File: src/rtl/svm_det_collect_if.sv
// Bundles the score-in stream, detection readout stream and per-frame results of svm_det_collect.
// slave is the collector's view; master is the view of whoever drives scores and drains detections.
interface svm_det_collect_if #(
  parameter int SW_W  = 11,
  parameter int FEA_W = 12,
  parameter int CNT_W = 11
);
  logic             i_valid;
  logic [SW_W-1:0]  i_sw_id;
  logic [FEA_W-1:0] i_score;
  logic [FEA_W-1:0] thr;

  logic             o_valid;
  logic             o_ready;
  logic [SW_W-1:0]  o_sw_id;
  logic [FEA_W-1:0] o_score;

  logic             frame_done;
  logic [CNT_W-1:0] frm_det_cnt;
  logic             frm_best_valid;
  logic [SW_W-1:0]  frm_best_sw_id;
  logic [FEA_W-1:0] frm_best_score;
  logic             frm_overflow;
  logic             seq_err;

  modport slave (
    input  i_valid, i_sw_id, i_score, thr, o_ready,
    output o_valid, o_sw_id, o_score,
    output frame_done, frm_det_cnt, frm_best_valid, frm_best_sw_id, frm_best_score,
    output frm_overflow, seq_err
  );

  modport master (
    output i_valid, i_sw_id, i_score, thr, o_ready,
    input  o_valid, o_sw_id, o_score,
    input  frame_done, frm_det_cnt, frm_best_valid, frm_best_sw_id, frm_best_score,
    input  frm_overflow, seq_err
  );
endinterface

File: src/rtl/svm_det_collect.sv
// Thresholds SVM window scores, queues detections in a FWFT FIFO (push-to-valid latency 1, drops when full
// without a same-cycle pop; no backpressure on the score input) and publishes per-frame count/best/overflow.
module svm_det_collect #(
  parameter int SW_W       = 11,
  parameter int FEA_W      = 12,
  parameter int N_SW       = 1200,
  parameter int FIFO_DEPTH = 16,
  parameter int CNT_W      = 11
) (
  input logic              clk,
  input logic              rst,
  svm_det_collect_if.slave bus
);

  localparam int              AW      = $clog2(FIFO_DEPTH);
  localparam logic [SW_W-1:0] LAST_ID = SW_W'(N_SW - 1);
  localparam logic [CNT_W-1:0] CNT_MAX = '1;
  localparam logic [AW:0]     FULL_CNT = (AW + 1)'(FIFO_DEPTH);

  typedef enum logic {IDLE, RUN} state_e;

  typedef struct packed {
    logic [SW_W-1:0]  sw_id;
    logic [FEA_W-1:0] score;
  } det_t;

  state_e           state_q, state_d;
  logic [SW_W-1:0]  exp_q, exp_d;
  logic [FEA_W-1:0] thr_r_q, thr_r_d;
  logic [CNT_W-1:0] cnt_q, cnt_d;
  logic             best_vld_q, best_vld_d;
  logic [SW_W-1:0]  best_id_q, best_id_d;
  logic [FEA_W-1:0] best_score_q, best_score_d;
  logic             ovf_q, ovf_d;
  logic             seq_err_q, seq_err_d;

  logic             frame_done_q;
  logic [CNT_W-1:0] frm_cnt_q;
  logic             frm_best_vld_q;
  logic [SW_W-1:0]  frm_best_id_q;
  logic [FEA_W-1:0] frm_best_score_q;
  logic             frm_ovf_q;

  det_t             mem_q [FIFO_DEPTH];
  logic [AW-1:0]    wr_ptr_q, rd_ptr_q;
  logic [AW:0]      count_q;
  det_t             head;

  logic             start, accept, det, frame_end;
  logic             push, pop, full;
  logic [FEA_W-1:0] thr_use;

  assign full = (count_q == FULL_CNT);
  assign pop  = bus.o_valid && bus.o_ready;
  assign push = det && (!full || pop);

  always_comb begin
    state_d      = state_q;
    exp_d        = exp_q;
    thr_r_d      = thr_r_q;
    cnt_d        = cnt_q;
    best_vld_d   = best_vld_q;
    best_id_d    = best_id_q;
    best_score_d = best_score_q;
    ovf_d        = ovf_q;
    seq_err_d    = seq_err_q;
    frame_end    = 1'b0;
    det          = 1'b0;
    thr_use      = thr_r_q;

    start  = bus.i_valid && (bus.i_sw_id == '0);
    accept = bus.i_valid && ((state_q == RUN) || start);

    // Index 0 opens a frame from IDLE and also restarts a frame in progress.
    if (start) begin
      thr_use      = bus.thr;
      thr_r_d      = bus.thr;
      cnt_d        = '0;
      best_vld_d   = 1'b0;
      best_id_d    = '0;
      best_score_d = '0;
      ovf_d        = 1'b0;
    end

    if (accept) begin
      if ((state_q == RUN) && !start && (bus.i_sw_id != exp_q)) begin
        seq_err_d = 1'b1;
      end
      exp_d = bus.i_sw_id + 1'b1;
      det   = $signed(bus.i_score) > $signed(thr_use);
      if (bus.i_sw_id == LAST_ID) begin
        frame_end = 1'b1;
        state_d   = IDLE;
      end else begin
        state_d   = RUN;
      end
    end

    if (det) begin
      if (cnt_d != CNT_MAX) begin
        cnt_d = cnt_d + 1'b1;
      end
      if (!best_vld_d || ($signed(bus.i_score) > $signed(best_score_d))) begin
        best_vld_d   = 1'b1;
        best_id_d    = bus.i_sw_id;
        best_score_d = bus.i_score;
      end
      if (full && !pop) begin
        ovf_d = 1'b1;
      end
    end
  end

  always_ff @(posedge clk) begin
    if (!rst) begin
      state_q          <= IDLE;
      exp_q            <= '0;
      thr_r_q          <= '0;
      cnt_q            <= '0;
      best_vld_q       <= 1'b0;
      best_id_q        <= '0;
      best_score_q     <= '0;
      ovf_q            <= 1'b0;
      seq_err_q        <= 1'b0;
      frame_done_q     <= 1'b0;
      frm_cnt_q        <= '0;
      frm_best_vld_q   <= 1'b0;
      frm_best_id_q    <= '0;
      frm_best_score_q <= '0;
      frm_ovf_q        <= 1'b0;
      wr_ptr_q         <= '0;
      rd_ptr_q         <= '0;
      count_q          <= '0;
    end else begin
      state_q      <= state_d;
      exp_q        <= exp_d;
      thr_r_q      <= thr_r_d;
      cnt_q        <= cnt_d;
      best_vld_q   <= best_vld_d;
      best_id_q    <= best_id_d;
      best_score_q <= best_score_d;
      ovf_q        <= ovf_d;
      seq_err_q    <= seq_err_d;
      frame_done_q <= frame_end;
      // Published values include the last window's own contribution.
      if (frame_end) begin
        frm_cnt_q        <= cnt_d;
        frm_best_vld_q   <= best_vld_d;
        frm_best_id_q    <= best_id_d;
        frm_best_score_q <= best_score_d;
        frm_ovf_q        <= ovf_d;
      end
      if (push) begin
        wr_ptr_q <= wr_ptr_q + 1'b1;
      end
      if (pop) begin
        rd_ptr_q <= rd_ptr_q + 1'b1;
      end
      case ({push, pop})
        2'b10:   count_q <= count_q + 1'b1;
        2'b01:   count_q <= count_q - 1'b1;
        default: count_q <= count_q;
      endcase
    end
  end

  always_ff @(posedge clk) begin
    if (push) begin
      mem_q[wr_ptr_q] <= '{sw_id: bus.i_sw_id, score: bus.i_score};
    end
  end

  // Storage is not reset, so the head is masked to keep the outputs at 0 while empty.
  assign head           = mem_q[rd_ptr_q];
  assign bus.o_valid    = (count_q != '0);
  assign bus.o_sw_id    = bus.o_valid ? head.sw_id : '0;
  assign bus.o_score    = bus.o_valid ? head.score : '0;

  assign bus.frame_done     = frame_done_q;
  assign bus.frm_det_cnt    = frm_cnt_q;
  assign bus.frm_best_valid = frm_best_vld_q;
  assign bus.frm_best_sw_id = frm_best_id_q;
  assign bus.frm_best_score = frm_best_score_q;
  assign bus.frm_overflow   = frm_ovf_q;
  assign bus.seq_err        = seq_err_q;

endmodule

File: src/flat_wrapper.sv
// flat-port wrapper written by rule: the top's interface ports become plain ports
module svm_det_collect_flat 
#(
  parameter int SW_W       = 11,
  parameter int FEA_W      = 12,
  parameter int N_SW       = 1200,
  parameter int FIFO_DEPTH = 16,
  parameter int CNT_W      = 11
)
  (clk, rst, bus_i_valid, bus_i_sw_id, bus_i_score, bus_thr, bus_o_ready, bus_o_valid, bus_o_sw_id, bus_o_score, bus_frame_done, bus_frm_det_cnt, bus_frm_best_valid, bus_frm_best_sw_id, bus_frm_best_score, bus_frm_overflow, bus_seq_err);
  svm_det_collect_if #(.SW_W(SW_W), .FEA_W(FEA_W), .CNT_W(CNT_W)) bus_i ();
  input logic clk;
  input logic rst;
  input wire logic [$bits(bus_i.i_valid)-1:0] bus_i_valid;
  input wire logic [$bits(bus_i.i_sw_id)-1:0] bus_i_sw_id;
  input wire logic [$bits(bus_i.i_score)-1:0] bus_i_score;
  input wire logic [$bits(bus_i.thr)-1:0] bus_thr;
  input wire logic [$bits(bus_i.o_ready)-1:0] bus_o_ready;
  output wire logic [$bits(bus_i.o_valid)-1:0] bus_o_valid;
  output wire logic [$bits(bus_i.o_sw_id)-1:0] bus_o_sw_id;
  output wire logic [$bits(bus_i.o_score)-1:0] bus_o_score;
  output wire logic [$bits(bus_i.frame_done)-1:0] bus_frame_done;
  output wire logic [$bits(bus_i.frm_det_cnt)-1:0] bus_frm_det_cnt;
  output wire logic [$bits(bus_i.frm_best_valid)-1:0] bus_frm_best_valid;
  output wire logic [$bits(bus_i.frm_best_sw_id)-1:0] bus_frm_best_sw_id;
  output wire logic [$bits(bus_i.frm_best_score)-1:0] bus_frm_best_score;
  output wire logic [$bits(bus_i.frm_overflow)-1:0] bus_frm_overflow;
  output wire logic [$bits(bus_i.seq_err)-1:0] bus_seq_err;
  assign bus_i.i_valid = bus_i_valid;
  assign bus_i.i_sw_id = bus_i_sw_id;
  assign bus_i.i_score = bus_i_score;
  assign bus_i.thr = bus_thr;
  assign bus_i.o_ready = bus_o_ready;
  assign bus_o_valid = bus_i.o_valid;
  assign bus_o_sw_id = bus_i.o_sw_id;
  assign bus_o_score = bus_i.o_score;
  assign bus_frame_done = bus_i.frame_done;
  assign bus_frm_det_cnt = bus_i.frm_det_cnt;
  assign bus_frm_best_valid = bus_i.frm_best_valid;
  assign bus_frm_best_sw_id = bus_i.frm_best_sw_id;
  assign bus_frm_best_score = bus_i.frm_best_score;
  assign bus_frm_overflow = bus_i.frm_overflow;
  assign bus_seq_err = bus_i.seq_err;
  svm_det_collect #(.SW_W(SW_W), .FEA_W(FEA_W), .N_SW(N_SW), .FIFO_DEPTH(FIFO_DEPTH), .CNT_W(CNT_W)) u_core (.clk(clk), .rst(rst), .bus(bus_i));
endmodule
File: config.mk
export PLATFORM = sky130hd
export DESIGN_NAME = svm_det_collect_flat
export DESIGN_NICKNAME = d
export VERILOG_FILES = /design/src/rtl/svm_det_collect_if.sv /design/src/rtl/svm_det_collect.sv /design/src/flat_wrapper.sv
export SDC_FILE = /design/constraint.sdc
export NUM_CORES = 1
export LEC_CHECK = 0
export ABC_CLOCK_PERIOD_IN_PS = 5700
export BUFFER_PORTS_ARGS = -buffer_cell sky130_fd_sc_hd__buf_2
export CAP_MARGIN = 10
export CELL_PAD_IN_SITES_DETAIL_PLACEMENT = 1
export CELL_PAD_IN_SITES_GLOBAL_PLACEMENT = 1
export CORE_ASPECT_RATIO = 0.9
export CORE_MARGIN = 3
export CORE_UTILIZATION = 29
export DETAILED_ROUTE_END_ITERATION = 12
export PLACE_DENSITY = 0.48
export SLEW_MARGIN = 10
export SYNTH_ARGS = -nofsm -noshare
export SYNTH_HDL_FRONTEND = slang
export SYNTH_SLANG_ARGS = --single-unit
File: constraint.sdc
create_clock -name clk -period 5.7 [get_ports clk]
set_input_delay 0.57 -clock clk [delete_from_list [all_inputs] [get_ports clk]]
set_output_delay 0.57 -clock clk [all_outputs]
set_load 0.005 [all_outputs]
=== After elaboration in Yosys (flattened, before gate mapping) ===
Memories as Yosys holds them, arrays and structs flattened. A register that Yosys moved wholly into a read port is not among the register bits.
Index checks and enable logic that the tools add are counted.

* Register bits after elaboration: 111
* Bits in latches: 0
* RAM bits: 368
* ROM bits: 0
* Word-level logic and storage cells: 78
* Memories kept: 1

{| class="wikitable"
|+ Memories
! name !! depth !! bits a word !! read ports !! clocked after memory_dff !! wr ports !! line !! source
|-
| u_core.mem_q || 16 || 23 || 1 || 1 || 1 || svm_det_collect.sv:44 || <nowiki>det_t mem_q [FIFO_DEPTH];</nowiki>
|}

* $add $sub $neg: 6
* Multiply operators: 0
* Divide/modulo/power cells: 0
* Order comparisons: 2
* Equality and inequality tests: 6
* Shifts and indexed selects: 0
* Multiplexer cells: 27
* Bitwise logic cells: 0
* Reduce and logical (&&, ||, !) cells: 18

{| class="wikitable"
|+ Operators by type and width
! cell !! number
|-
| 11-bit two-way mux || 7
|-
| 12-bit two-way mux || 5
|-
| 12-bit greater-than comparator || 2
|-
| 11-bit by 1-bit adder with 11-bit output (second input constant) || 2
|-
| 1-bit two-way mux || 12
|-
| 11-bit equality test (second input constant) || 1
|-
| 11-bit zero test || 1
|-
| 11-bit != test || 1
|-
| 11-bit != test (second input constant) || 1
|-
| 5-bit case mux with 2 select lines || 1
|-
| 4-bit by 1-bit adder with 4-bit output (second input constant) || 2
|-
| 4-bit two-way mux || 2
|-
| 1-bit logical AND || 7
|-
| 5-bit by 1-bit adder with 5-bit output (second input constant) || 1
|-
| 5-bit equality test (second input constant) || 1
|-
| 5-bit nonzero test || 1
|-
| 5-bit by 1-bit subtractor with 5-bit output (second input constant) || 1
|-
| 1-bit zero test || 4
|-
| 1-bit logical OR || 3
|-
| 2-bit by 1-bit equality test with 1-bit output (second input constant) || 1
|-
| 2-bit equality test (second input constant) || 1
|-
| 2-bit AND reduction || 1
|-
| 2-bit nonzero test || 1
|}

=== Longest topological paths before layout ===
* Word-level depth: 8
* Gate-level depth with buffers: 25

=== Worst setup path before layout ===
Ideal clock, no wire load.

* Path kind: input to register
* Start: input port bus_i_sw_id[10]
* End: memory u_core.mem_q[3][0] in the netlist's numbering (enable)
* Setup time: 0.432 ns
* Arrival time: 5.187 ns
* Required time: 5.268 ns
* Setup slack: 0.082 ns
* Stages: 15
* Path through: clkbuf_1 > and4bb_1 > nand3_1 > clkbuf_1 > buf_1 > mux2i_1 > ha_1 > nand4_1 > or2_2 > a22oi_1 > o311ai_1 > buf_6 > nor2_2 > nand2_1 > nor3_1

* Word-level cells in the longest chain between the ends: 8
* Elaborated cells on any way between the ends: 10
* Those cells by class: 1 x order compare; 4 x mux; 5 x reduce/logical

{| class="wikitable"
|+ Ends and longest elaborated chain
! element !! line !! source
|-
| start, declared || flat_wrapper.sv:15 || <nowiki>input wire logic [$bits(bus_i.i_sw_id)-1:0] bus_i_sw_id;</nowiki>
|-
| 11-bit zero test * || svm_det_collect.sv:71 || <nowiki>start = bus.i_valid && (bus.i_sw_id == '0);</nowiki>
|-
| 1-bit logical AND * || svm_det_collect.sv:71 ||
|-
| 12-bit two-way mux or 1-bit logical OR (tied branches) || n/a ||
|-
| 12-bit greater-than comparator or 1-bit logical AND (tied branches) || svm_det_collect.sv:90, svm_det_collect.sv:72 ||
|-
| 1-bit two-way mux * || svm_det_collect.sv:85 || <nowiki>if (accept) begin</nowiki>
|-
| 1-bit logical AND * || svm_det_collect.sv:55 || <nowiki>assign push = det && (!full || pop);</nowiki>
|-
| 1-bit two-way mux * || svm_det_collect.sv:168 || <nowiki>if (push) begin</nowiki>
|-
| 1-bit two-way mux (not written as such) * || svm_det_collect.sv:169 || <nowiki>mem_q[wr_ptr_q] <= '{sw_id: bus.i_sw_id, score: bus.i_score};</nowiki>
|-
| end, declared || svm_det_collect.sv:44 ||
|}

Every way passes the cells marked *; elsewhere a longest branch is shown, timed or not.

=== Final worst setup path ===
* Start: input port bus_i_sw_id[0]
* End: register u_core.count_q[4]

* Word-level cells in the longest chain between the ends: 8
* Elaborated cells on any way between the ends: 12
* Those cells by class: 1 x order compare; 2 x eq/ne; 3 x mux; 6 x reduce/logical

{| class="wikitable"
|+ Ends and longest elaborated chain
! element !! line !! source
|-
| 11-bit zero test * || svm_det_collect.sv:71 ||
|-
| 1-bit logical AND * || svm_det_collect.sv:71 ||
|-
| 12-bit two-way mux or 1-bit logical OR (tied branches) || n/a ||
|-
| 12-bit greater-than comparator or 1-bit logical AND (tied branches) || svm_det_collect.sv:90, svm_det_collect.sv:72 ||
|-
| 1-bit two-way mux * || svm_det_collect.sv:85 ||
|-
| 1-bit logical AND * || svm_det_collect.sv:55 ||
|-
| 2-bit by 1-bit equality test with 1-bit output or 2-bit equality test (tied branches) || svm_det_collect.sv:159 || <nowiki>case ({push, pop})</nowiki>
|-
| 5-bit case mux with 2 select lines or 2-bit nonzero test (tied branches) || n/a ||
|-
| end signal, assigned || svm_det_collect.sv:160 || <nowiki>2'b10: count_q <= count_q + 1'b1;</nowiki>
|-
| end signal, assigned || svm_det_collect.sv:161 || <nowiki>2'b01: count_q <= count_q - 1'b1;</nowiki>
|-
| end signal, assigned || svm_det_collect.sv:162 || <nowiki>default: count_q <= count_q;</nowiki>
|-
| end, declared || svm_det_collect.sv:46 || <nowiki>logic [AW:0] count_q;</nowiki>
|}

Marks and branches as above.
A chain may end at the register's enable or synchronous reset.

==> load_flow_metrics.sql <==
INSERT INTO impl_metrics (metric_group, metric, value, unit) VALUES
('yosys', 'synth_enable_flop_cells', '368', ''),
('floorplan', 'fp-row-count', '89', ''),
('flow_run', 'cap_viol_max_count', '0', ''),
('floorplan', 'floorplan.core_area', '65900', 'um2'),
('worst_setup_path', 'cp_max_fo', '38', ''),
('routing', 'remaining_antenna_violation_count', '0', ''),
('placed_design', 'dp_worst_setup_slack', '0.771', 'ns'),
('pwr', 'power.share.combinational', '1.9', '%'),
('sta', 'hold_violations', '0', ''),
('floorplan', 'initial_core_util', '29.4', '%'),
('routing', 'post_drt_via_cell_ratio', '4.89', ''),
('global_route', 'grt_first_pass_wirelength', '80.1', 'mm'),
('yosys', 'synth_top_area_share', '57.0', '%'),
('worst_setup_path', 'sort_of_element_at_the_end_of_the_critical_path', 'flip-flop', ''),
('yosys', 'synth_area_leaders', 'edfxtp_1, mux4_2, dfxtp_1', ''),
('worst_setup_path', 'worstReg2RegEnd', 'u_core.count_q[4]', ''),
('worst_setup_path', 'worst-r2r-setup-slack', '2.27', 'ns'),
('yosys', 'yosys.cell_count.top_type', 'edfxtp_1', ''),
('global_route', 'number_of_global_route_vias_before_repair', '11699', ''),
('worst_setup_path', 'worst_setup_path_start_kind', 'input port', ''),
('pwr', 'leakage', '7.57', 'nW'),
('yosys', 'synth_compound_area_share', '4.46', '%'),
('worst_setup_path', 'worst-endpoint-required', '6.22', 'ns'),
('layout', 'net_total_in_the_final_layout', '1392', ''),
('run_status', 'status', 'finished, final reports clean', ''),
('placed_design', 'dp_hpwl', '31.5', 'mm'),
('yosys', 'ys_ff_latch', '483', ''),
('sta', 'fin_ws', '1.31', 'ns'),
('yosys', 'yosysUniqueCellTypes', '55', ''),
('routing', 'drt_pass1_iterations', '5', ''),
('yosys', 'yosys.area_share.simple', '6.71', '%'),
('pwr', 'power.share.sequential', '52.4', '%'),
('worst_setup_path', 'rr_worst_depth', '13', ''),
('routing', 'finalWirelength', '53.7', 'mm'),
('yosys', 'synth.area.mux_share', '14.3', '%'),
('global_route', 'maximum_number_of_pins_on_one_net_before_global_route_repair', '55', ''),
('clock_tree', 'hold_buffers', '0', ''),
('yosys', 'synthDominantAreaCellType', 'edfxtp_1', ''),
('clock_tree', 'tritoncts.num_buffers', '54', ''),
('sta', 'min_period', '4.39', 'ns'),
('min_path', 'hold_path_depth', '3', ''),
('sta', 'timing.max_slew.rel_slack', '32.5', '%'),
('routing', 'routed-via-count', '10894', ''),
('global_route', 'grtUsageTotal', '15.5', '%'),
('worst_setup_path', 'worst_path_most_repeated_cell', 'ha_1', ''),
('worst_setup_path', 'critical-path-max-stage-delay', '0.44', 'ns'),
('pwr', 'internal_dissipation', '5.70', 'mW'),
('yosys', 'synth.net_count', '1254', ''),
('yosys', 'adder_cell_fraction_of_synth_area', '2.32', '%'),
('clock_tree', 'clock_sinks', '483', ''),
('clock_tree', 'clkTransAtPathRegs', '0.06', 'ns'),
('pwr', 'power_switching', '1.52', 'mW'),
('global_route', 'initial_antenna_violation_count', '4', ''),
('worst_setup_path', 'critPathArrivalTime', '4.91', 'ns'),
('sta', 'fmaxAchievable', '0.228', 'GHz'),
('sta', 'tns', '0', 'ns'),
('clock_tree', 'tritoncts', 'built', ''),
('routing', 'route.detailed.wl_per_inst', '24.1', 'um'),
('placed_design', 'routabilityCongestion', '0.718', ''),
('floorplan', 'die_width', '279', 'um'),
('min_path', 'terminating_pin_of_the_worst_hold_path', 'u_core.thr_r_q[6]', ''),
('sta', 'final_max_slew_viol_count', '0', ''),
('yosys', 'ys_async_sr_fraction', '0', '%'),
('global_route', 'grt.overflow.total', '0', ''),
('yosys', 'mappedNetlistArea', '19400', 'um2'),
('worst_setup_path', 'cp_slowest_cell', 'and4bb_1', ''),
('worst_setup_path', 'r2r_start', 'u_core.count_q[1]', ''),
('yosys', 'yosys-top-cells-count', 'edfxtp_1, dfxtp_1, mux4_2', ''),
('min_path', 'hold_path.class', 'input port to flip-flop', ''),
('pwr', 'power_frac_clock', '45.7', '%'),
('worst_setup_path', 'critical_path.cell_chain', 'buf_2, inv_1, ha_1, and4bb_1, nand3_2, buf_12, mux2i_1, ha_1, nand4_1, or2_2, a22oi_1, o311ai_4, nor2_2, inv_1, ha_1, xor2_1, ha_1, o21ai_0, a21oi_1, a21oi_1, xor2_1, or3_1, a21oi_1', '');
[stage by stage]
| step | cell area [um2] | cells | total power [mW] | hold slack (ns) |
|---|---|---|---|---|
| after floorplan | 19400 | 1179 | 3.90 | 0.444 |
| after global placement | 21300 | 2125 | 3.99 | 0.441 |
| after detailed placement | 21300 | 2125 | 4.00 | 0.443 |
| after CTS | 22900 | 2227 | 7.34 | 0.203 |
| after global routing | 22900 | 2227 | 7.49 | 0.248 |
| final | 22900 | 2228 | 7.22 | 0.247 |
[registers in the layout (all words and copies together) (netlist names), 11 cells and up, named ones only]
name / count
u_core.cnt_q: 11
u_core.bus.frm_best_sw_id: 11
u_core.exp_q: 11
u_core.best_score_q: 12
u_core.best_id_q: 11
u_core.bus.frm_det_cnt: 11
u_core.thr_r_q: 12
u_core.bus.frm_best_score: 12
u_core.mem_q: 368
[how the worst max path moves through the flow]
| stage | from | to | slack, ns | cells past startpoint |
|---|---|---|---|---|
| 2_1_floorplan | bus_i_sw_id[10] | u_core.mem_q[3][0] | 0.08 | 15 |
| 3_3_place_gp | bus_i_sw_id[0] | u_core.count_q[4] | 0.81 | 23 |
| 3_5_place_dp | bus_i_sw_id[0] | u_core.count_q[4] | 0.77 | 23 |
| 4_1_cts | bus_i_sw_id[0] | u_core.count_q[4] | 1.39 | 23 |
| 5_1_grt | bus_i_sw_id[4] | u_core.count_q[4] | 1.04 | 21 |
| 6_report | bus_i_sw_id[0] | u_core.count_q[4] | 1.31 | 23 |
[power by group through the flow]
stage	Clock, mW	Combinational, mW	Sequential, mW
final	3.30	0.140	3.78
after global routing	3.56	0.157	3.78
after CTS	3.41	0.144	3.78
after detailed placement	0	0.144	3.85
after global placement	0	0.141	3.85
after floorplan	0	0.0428	3.86
[final cells by class]
class | instances | area (um2)
clock buffers | 69 | 1450
repair buffers | 155 | 988
diodes | 1 | 2.50
inverters | 14 | 52.6
well taps | 864 | 1080
clock inverters | 33 | 218
flip-flops and latches | 483 | 13400
fillers | 6737 | 43000
multi-input cells | 609 | 5770
[cell usage in the layout (no fill, tap or decap), types with 14 or more instances in the layout]
cell | Yosys | final
edfxtp_1 | 368 | 368
mux4_2 | 115 | 115
dfxtp_1 | 115 | 112
buf_2 | 3 | 100
nand2_1 | 67 | 67
a21oi_1 | 56 | 56
clkbuf_16 | 0 | 56
nor2_1 | 66 | 53
buf_4 | 0 | 49
o21ai_0 | 36 | 36
ha_1 | 36 | 36
nand3_1 | 35 | 34
nor2b_1 | 29 | 28
xor2_1 | 25 | 25
a31oi_1 | 18 | 18
mux2i_1 | 16 | 16
clkinv_1 | 0 | 16
nand4_1 | 15 | 15
nor2_2 | 1 | 14
[logic make-up (layout without fill, tap and decap cells)]
kind of cell | count (synthesis) | after routing
AO/OA/AOI/OAI | 144 | 144
XOR/XNOR | 35 | 35
adder cells (fa/ha/maj) | 36 | 36
buffers and inverters | 87 | 271
flip-flops | 483 | 483
multiplexers | 133 | 133
other | 0 | 1
AND/OR/NAND/NOR | 261 | 261
[critical path, delay by kind of cell]
| kind | cells | cell delay [ns] |
|---|---|---|
| AOI/OAI and AO/OA | 6 | 0.98 |
| xor gates and xnor gates | 2 | 0.24 |
| and+or+nand+nor | 6 | 1.48 |
| buffers and inverters | 4 | 0.44 |
| muxes | 1 | 0.17 |
| adders and majority gates | 4 | 0.96 |
[layer usage]
metal  track usage, %  routed length [um]  up-vias
met3             2.27                2010       73
met4             4.32                1140        0
li1                 -                   -     4885
met1             22.1               25300     5735
met2             24.7               25200      201
met5                0                   0        -
(Power assumes the default switching activity.)
